`config.mk`:
```
export PLATFORM = sky130hd
export DESIGN_NAME = hdr_frame_sequencer
export DESIGN_NICKNAME = d
export VERILOG_FILES = /design/src/rtl/hdr_pkg.sv /design/src/rtl/hdr_credit_counter.sv /design/src/rtl/hdr_frame_sequencer.sv
export SDC_FILE = /design/constraint.sdc
export NUM_CORES = 1
export LEC_CHECK = 0
export CAP_MARGIN = 10
export CORE_AREA = 2 2 158 160
export DETAILED_ROUTE_END_ITERATION = 12
export DIE_AREA = 0 0 160 162
export PLACE_DENSITY = 0.77
export SLEW_MARGIN = 20
export SYNTH_ARGS = -nofsm -noshare
export SYNTH_HDL_FRONTEND = slang
export SYNTH_SLANG_ARGS = --single-unit
```
`constraint.sdc`:
```
create_clock -name clk -period 11.1 [get_ports clk]
set_input_delay 2.22 -clock clk [delete_from_list [all_inputs] [get_ports clk]]
set_output_delay 2.22 -clock clk [all_outputs]
set_load 0.01 [all_outputs]
```
`src/rtl/hdr_pkg.sv`:
```
// Shared types and default geometry for the HDR frame sequencer.
// Modules derive their own widths from their parameters via cw().
package hdr_pkg;

    localparam int DEF_DATA_WIDTH = 32;
    localparam int DEF_IMG_W      = 1920;
    localparam int DEF_IMG_H      = 1080;
    localparam int DEF_CREDITS    = 32;

    localparam int X_W  = $clog2(DEF_IMG_W);
    localparam int Y_W  = $clog2(DEF_IMG_H);
    localparam int CR_W = $clog2(DEF_CREDITS + 1);

    typedef logic [3*DEF_DATA_WIDTH-1:0] pix_t;

    typedef enum logic [1:0] {
        IDLE,
        SYNC,
        RUN
    } seq_state_t;

    function automatic int cw(input int n);
        return (n > 1) ? $clog2(n) : 1;
    endfunction

endpackage

```
`src/rtl/hdr_credit_counter.sv`:
```
// Saturating credit count mirroring free slots in the buffer
// behind the merge pipeline.
module hdr_credit_counter
    import hdr_pkg::*;
#(
    parameter int CREDITS = DEF_CREDITS,
    parameter int CW      = $clog2(CREDITS + 1)
) (
    input  logic          clk,
    input  logic          rst_n,
    input  logic          consume,
    input  logic          give_back,
    output logic          credit_avail,
    output logic [CW-1:0] count
);

    localparam logic [CW-1:0] FULL = CW'(CREDITS);

    always_ff @(posedge clk or negedge rst_n) begin
        if (!rst_n) begin
            count <= FULL;
        end else if (consume && !give_back) begin
            count <= count - CW'(1);
        end else if (give_back && !consume && count != FULL) begin
            count <= count + CW'(1);
        end
    end

    assign credit_avail = (count != '0);

endmodule

```
`src/rtl/hdr_frame_sequencer.sv`:
```
// Aligns long/short exposure streams on sop and issues credit-gated
// pixel pairs into the non-stallable HDR merge pipeline.
module hdr_frame_sequencer
    import hdr_pkg::*;
#(
    parameter int DATA_WIDTH = DEF_DATA_WIDTH,
    parameter int IMG_W      = DEF_IMG_W,
    parameter int IMG_H      = DEF_IMG_H,
    parameter int CREDITS    = DEF_CREDITS
) (
    input  logic                    clk,
    input  logic                    rst_n,
    input  logic                    enable_i,
    input  logic                    src0_valid_i,
    output logic                    src0_ready_o,
    input  logic [3*DATA_WIDTH-1:0] src0_data_i,
    input  logic                    src0_sop_i,
    input  logic                    src0_eop_i,
    input  logic                    src1_valid_i,
    output logic                    src1_ready_o,
    input  logic [3*DATA_WIDTH-1:0] src1_data_i,
    input  logic                    src1_sop_i,
    input  logic                    src1_eop_i,
    input  logic                    credit_return_i,
    output logic                    hdr_valid_o,
    output logic                    hdr_sop_o,
    output logic                    hdr_eop_o,
    output logic [3*DATA_WIDTH-1:0] hdr_data0_o,
    output logic [3*DATA_WIDTH-1:0] hdr_data1_o,
    output logic                    frame_done_o,
    output logic                    sync_err_o,
    output logic [7:0]              err_cnt_o,
    output logic                    busy_o
);

    localparam int XW = cw(IMG_W);
    localparam int YW = cw(IMG_H);
    localparam int CW = $clog2(CREDITS + 1);
    localparam logic [XW-1:0] X_LAST = XW'(IMG_W - 1);
    localparam logic [YW-1:0] Y_LAST = YW'(IMG_H - 1);

    seq_state_t    state;
    logic [XW-1:0] x;
    logic [YW-1:0] y;
    logic          credit_avail;
    logic [CW-1:0] credit_count;
    logic          at_origin, at_last;
    logic          cand, sop_err, eop_err, pop, issue;
    logic          both_sop;

    hdr_credit_counter #(
        .CREDITS (CREDITS),
        .CW      (CW)
    ) u_credit (
        .clk          (clk),
        .rst_n        (rst_n),
        .consume      (issue),
        .give_back    (credit_return_i),
        .credit_avail (credit_avail),
        .count        (credit_count)
    );

    assign at_origin = (x == '0) && (y == '0);
    assign at_last   = (x == X_LAST) && (y == Y_LAST);
    assign both_sop  = src0_valid_i && src0_sop_i && src1_valid_i && src1_sop_i;

    // Errors are judged on the would-be fire, before anything is popped.
    assign cand    = (state == RUN) && src0_valid_i && src1_valid_i && credit_avail;
    assign sop_err = cand && ((src0_sop_i != at_origin) || (src1_sop_i != at_origin));
    assign eop_err = cand && !sop_err
                   && ((src0_eop_i != at_last) || (src1_eop_i != at_last));
    assign pop     = cand && !sop_err;
    assign issue   = pop && !eop_err;

    always_comb begin
        src0_ready_o = 1'b0;
        src1_ready_o = 1'b0;
        unique case (1'b1)
            state == SYNC: begin
                src0_ready_o = src0_valid_i && !src0_sop_i;
                src1_ready_o = src1_valid_i && !src1_sop_i;
            end
            state == RUN: begin
                src0_ready_o = pop;
                src1_ready_o = pop;
            end
            default: ;
        endcase
    end

    always_ff @(posedge clk or negedge rst_n) begin
        if (!rst_n) begin
            state        <= IDLE;
            x            <= '0;
            y            <= '0;
            hdr_valid_o  <= 1'b0;
            hdr_sop_o    <= 1'b0;
            hdr_eop_o    <= 1'b0;
            hdr_data0_o  <= '0;
            hdr_data1_o  <= '0;
            frame_done_o <= 1'b0;
            sync_err_o   <= 1'b0;
            err_cnt_o    <= '0;
        end else begin
            hdr_valid_o  <= issue;
            hdr_sop_o    <= issue && at_origin;
            hdr_eop_o    <= issue && at_last;
            frame_done_o <= issue && at_last;
            sync_err_o   <= sop_err || eop_err;
            if (issue) begin
                hdr_data0_o <= src0_data_i;
                hdr_data1_o <= src1_data_i;
            end
            if ((sop_err || eop_err) && err_cnt_o != 8'hff) begin
                err_cnt_o <= err_cnt_o + 8'd1;
            end
            unique case (state)
                IDLE: begin
                    if (enable_i) state <= SYNC;
                end
                SYNC: begin
                    if (!enable_i) begin
                        state <= IDLE;
                    end else if (both_sop) begin
                        state <= RUN;
                        x     <= '0;
                        y     <= '0;
                    end
                end
                RUN: begin
                    if (sop_err || eop_err) begin
                        state <= SYNC;
                        x     <= '0;
                        y     <= '0;
                    end else if (issue) begin
                        if (x == X_LAST) begin
                            x <= '0;
                            if (at_last) begin
                                y <= '0;
                                if (!enable_i) state <= IDLE;
                            end else begin
                                y <= y + YW'(1);
                            end
                        end else begin
                            x <= x + XW'(1);
                        end
                    end
                end
                default: state <= IDLE;
            endcase
        end
    end

    assign busy_o = (state != IDLE);

    credit_bound: assert property (@(posedge clk) disable iff (!rst_n)
        credit_count <= CW'(CREDITS));

endmodule

```
==> impl_metrics.toml <==
[logic_synthesis]
netlist_instances = 709
synth-main-ff-cell = "dfrtp_1"
async_flop_share = 1.00
avgSynthCellArea_sq_um = 14.0
synthesis.area_sq_um = 9940
netlist-cell-type-count = 63
synth_nets = 925
ys_warn_count = 0
synth_edf_count = 0
synth_seq_cells = 234
yosysSeqAreaShare = 0.589

[floorplan]
rows = 57
die_y_um = 162
io_pins = 410
die_area_sq_um = 25900
initial_core_util = 0.412
die_w_um = 160
core_area_sq_um = 24100

[grt]
grt_max_degree = 205
grt_antenna_before_repair = 9
grt_pass1_vias = 7389
overflow = 0
grt_pass1_wl_um = 44200
track_usage = 0.218

[route]
first_pass_iters = 4
via_per_inst = 5.00
drc_errors = 0
via_count = 7345
wire_per_inst_um = 19.6
dr.first_iter.drc_count = 475
drt_wl_total_um = 28800
ant_nets = 0

[critical_path]
cp_slowest_cell = "clkdlybuf4s50_1"
cp-end-kind = "output pin"
cp_top_family = "buffers and inverters"
path_max_fanout = 8
r2r-end = "u_credit.count[4]"
path_cells = "clkdlybuf4s50_1, nand2_1, a21oi_1, nand2_1, a21o_1, a21boi_0, clkdlybuf4s50_1"
r2r-start = "y[0]"
cp_data_arrival_time_ps = 4190
cp-start-kind = "input pin"
reg2reg_depth = 14
ff2ff_setup_slack_ps = 6710
slowest_delay_ps = 560
path_class = "in -> out"
crit_buf_inv = 2
cp.required_ps = 8880

[sta]
worstMarginPinSlew_ps = 946
fmax_ghz = 0.156
relSlewSlack = 0.369
setup_viol = 0
fin_crit_ps = 6410
finClkSkew_ps = 8.86
final.period_utilization = 0.578
finalHoldViolations = 0
report.final.slew_viol_count = 0
rsz0062_at_grt = "false"
tns_ps = 0

[layout]
area_delta_synth_final_pct = 52.2
drive_above_1_share = 0.132
finalNetCount = 1334
stdcell_count = 1468

[clock_network]
cts_setup_buffers = 0
ctsHoldBuffers = 0
cts_resized = 0
cts_tree = "yes"
clock_sinks = 234
h-tree-depth = 1
clockBufferDepth = 3
clk_latency_ps = 520
cts-buffers-inserted = 27
clk_pin_slew_ps = 50
cts_root_buf = "clkbuf_16"

[power]
power-per-cell-area_nw_per_um2 = 170
power.leakage_nw = 6.94
vdd_drop_max_v = 0.000118

[flow_run]
max_cap_violations = 0

[run_status]
status = "finished, final reports clean"

[hold_path]
hold_depth = 1
hp-class = "reg -> reg"
min_to = "hdr_data1_o[35]"
hp-start = "hdr_data1_o[35]"

[place]
place_hpwl_um = 21000
dp.cells = 1412
port_buffers = 409
gp_congestion = 0.820
routing by layer:
metal	GRT usage	wire, um	vias to the layer above
met5	0	23	-
met4	0.0672	577	4
met3	0.0669	2360	38
met2	0.372	14600	264
met1	0.268	11300	3642
li1	-	-	3397
state kept, by name (all words and copies together) (netlist names):
name / flops
hdr_data1_o: 96
hdr_data0_o: 96
u_credit.count: 6
hdr_valid_o: 1
sync_err_o: 1
frame_done_o: 1
state: 2
hdr_sop_o: 1
y: 11
x: 11
err_cnt_o: 8
cell usage in the layout (no fill, tap or decap), types with 2 or more instances in the layout:
cell,count
a211oi_1,4
a21boi_0,2
a21o_1,4
a21oi_1,14
a22o_1,11
a22oi_1,3
a31oi_1,8
and2_1,3
and3_1,11
buf_4,2
clkbuf_1,5
clkbuf_16,27
clkbuf_8,9
clkdlybuf4s50_1,408
clkinv_2,3
dfrtp_1,233
diode_2,8
ha_1,13
inv_1,17
mux2_1,100
mux2_2,93
nand2_1,29
nand2b_1,4
nand3_1,17
nand3b_1,2
nand4_1,7
nor2_1,17
nor2b_1,6
nor3_1,4
nor4_1,3
o21ai_0,18
o22ai_1,3
o31ai_1,6
o41ai_1,2
or3_1,3
or4_4,2
xnor2_1,9
through the flow:
stage          setup WS, ps  power, mW   util  hold slack, ps  instance area [sq um]
6_report               4690       2.57  0.627             479                  15100
5_1_grt                4560       2.70  0.627             494                  15100
4_1_cts                4680       2.61  0.626             487                  15100
3_5_place_dp           4680       1.72  0.589             474                  14200
3_3_place_gp           4760       1.70  0.589             466                  14200
2_1_floorplan          5770       1.33      -             475                   9940
how the worst max path moves through the flow:
| stage | start | end | slack [ps] | depth (start not counted) |
|---|---|---|---|---|
| 3_3_place_gp | src1_valid_i | src0_ready_o | 4760 | 7 |
| 4_1_cts | src1_valid_i | src1_ready_o | 4680 | 7 |
| 3_5_place_dp | src1_valid_i | src1_ready_o | 4680 | 7 |
| 6_report | src1_valid_i | src1_ready_o | 4690 | 7 |
| 2_1_floorplan | src1_valid_i | src0_ready_o | 5770 | 5 |
| 5_1_grt | src0_valid_i | src0_ready_o | 4560 | 7 |
synth_stat cells (3+ instances only):
| master | count | area share |
|---|---|---|
| inv_1 | 17 | 0.0064 |
| o22ai_1 | 3 | 0.0019 |
| nor3_1 | 4 | 0.0020 |
| mux2_1 | 100 | 0.11 |
| a21oi_1 | 14 | 0.0071 |
| dfrtp_1 | 233 | 0.59 |
| or3_1 | 3 | 0.0019 |
| nor4_1 | 3 | 0.0019 |
| nor2_1 | 17 | 0.0064 |
| clkbuf_1 | 7 | 0.0026 |
| and3_1 | 11 | 0.0069 |
| mux2_2 | 93 | 0.11 |
| nor2b_1 | 6 | 0.0038 |
| a22o_1 | 11 | 0.0097 |
| a211oi_1 | 4 | 0.0030 |
| a21o_1 | 4 | 0.0030 |
| a22oi_1 | 3 | 0.0023 |
| and2_1 | 3 | 0.0019 |
| a31oi_1 | 8 | 0.0050 |
| ha_1 | 13 | 0.016 |
| buf_8 | 11 | 0.017 |
| xnor2_1 | 9 | 0.0079 |
| nand3_1 | 17 | 0.0086 |
| nand2b_1 | 4 | 0.0025 |
| buf_4 | 9 | 0.0068 |
| buf_2 | 5 | 0.0025 |
| nand2_1 | 29 | 0.011 |
| nand4_1 | 7 | 0.0044 |
| o21ai_0 | 18 | 0.0091 |
| o31ai_1 | 6 | 0.0045 |
cells by family after synthesis:
kind of cell | synth area share
compound gates | 0.0649
simple gates | 0.0633
xor+xnor | 0.00882
buf+inv | 0.0354
fa+ha+maj | 0.0184
mux | 0.220
flops | 0.589
final cells by class:
cell class / instances / area, sq um
Antenna cell: 8 / 20.0
Clock buffer: 41 / 818
Clock inverter: 6 / 61.3
Fill cell: 1881 / 8980
Inverter: 17 / 63.8
Multi-Input combinational cell: 425 / 3740
Sequential cell: 234 / 5860
Tap cell: 324 / 405
Timing Repair Buffer: 413 / 4160
power by group:
group / switching (mW) / internal (mW)
clock: 0.338 / 0.527
combinational: 0.270 / 0.379
sequential: 0.0742 / 0.981
Note: power is estimated with default switching activity, not from simulation.
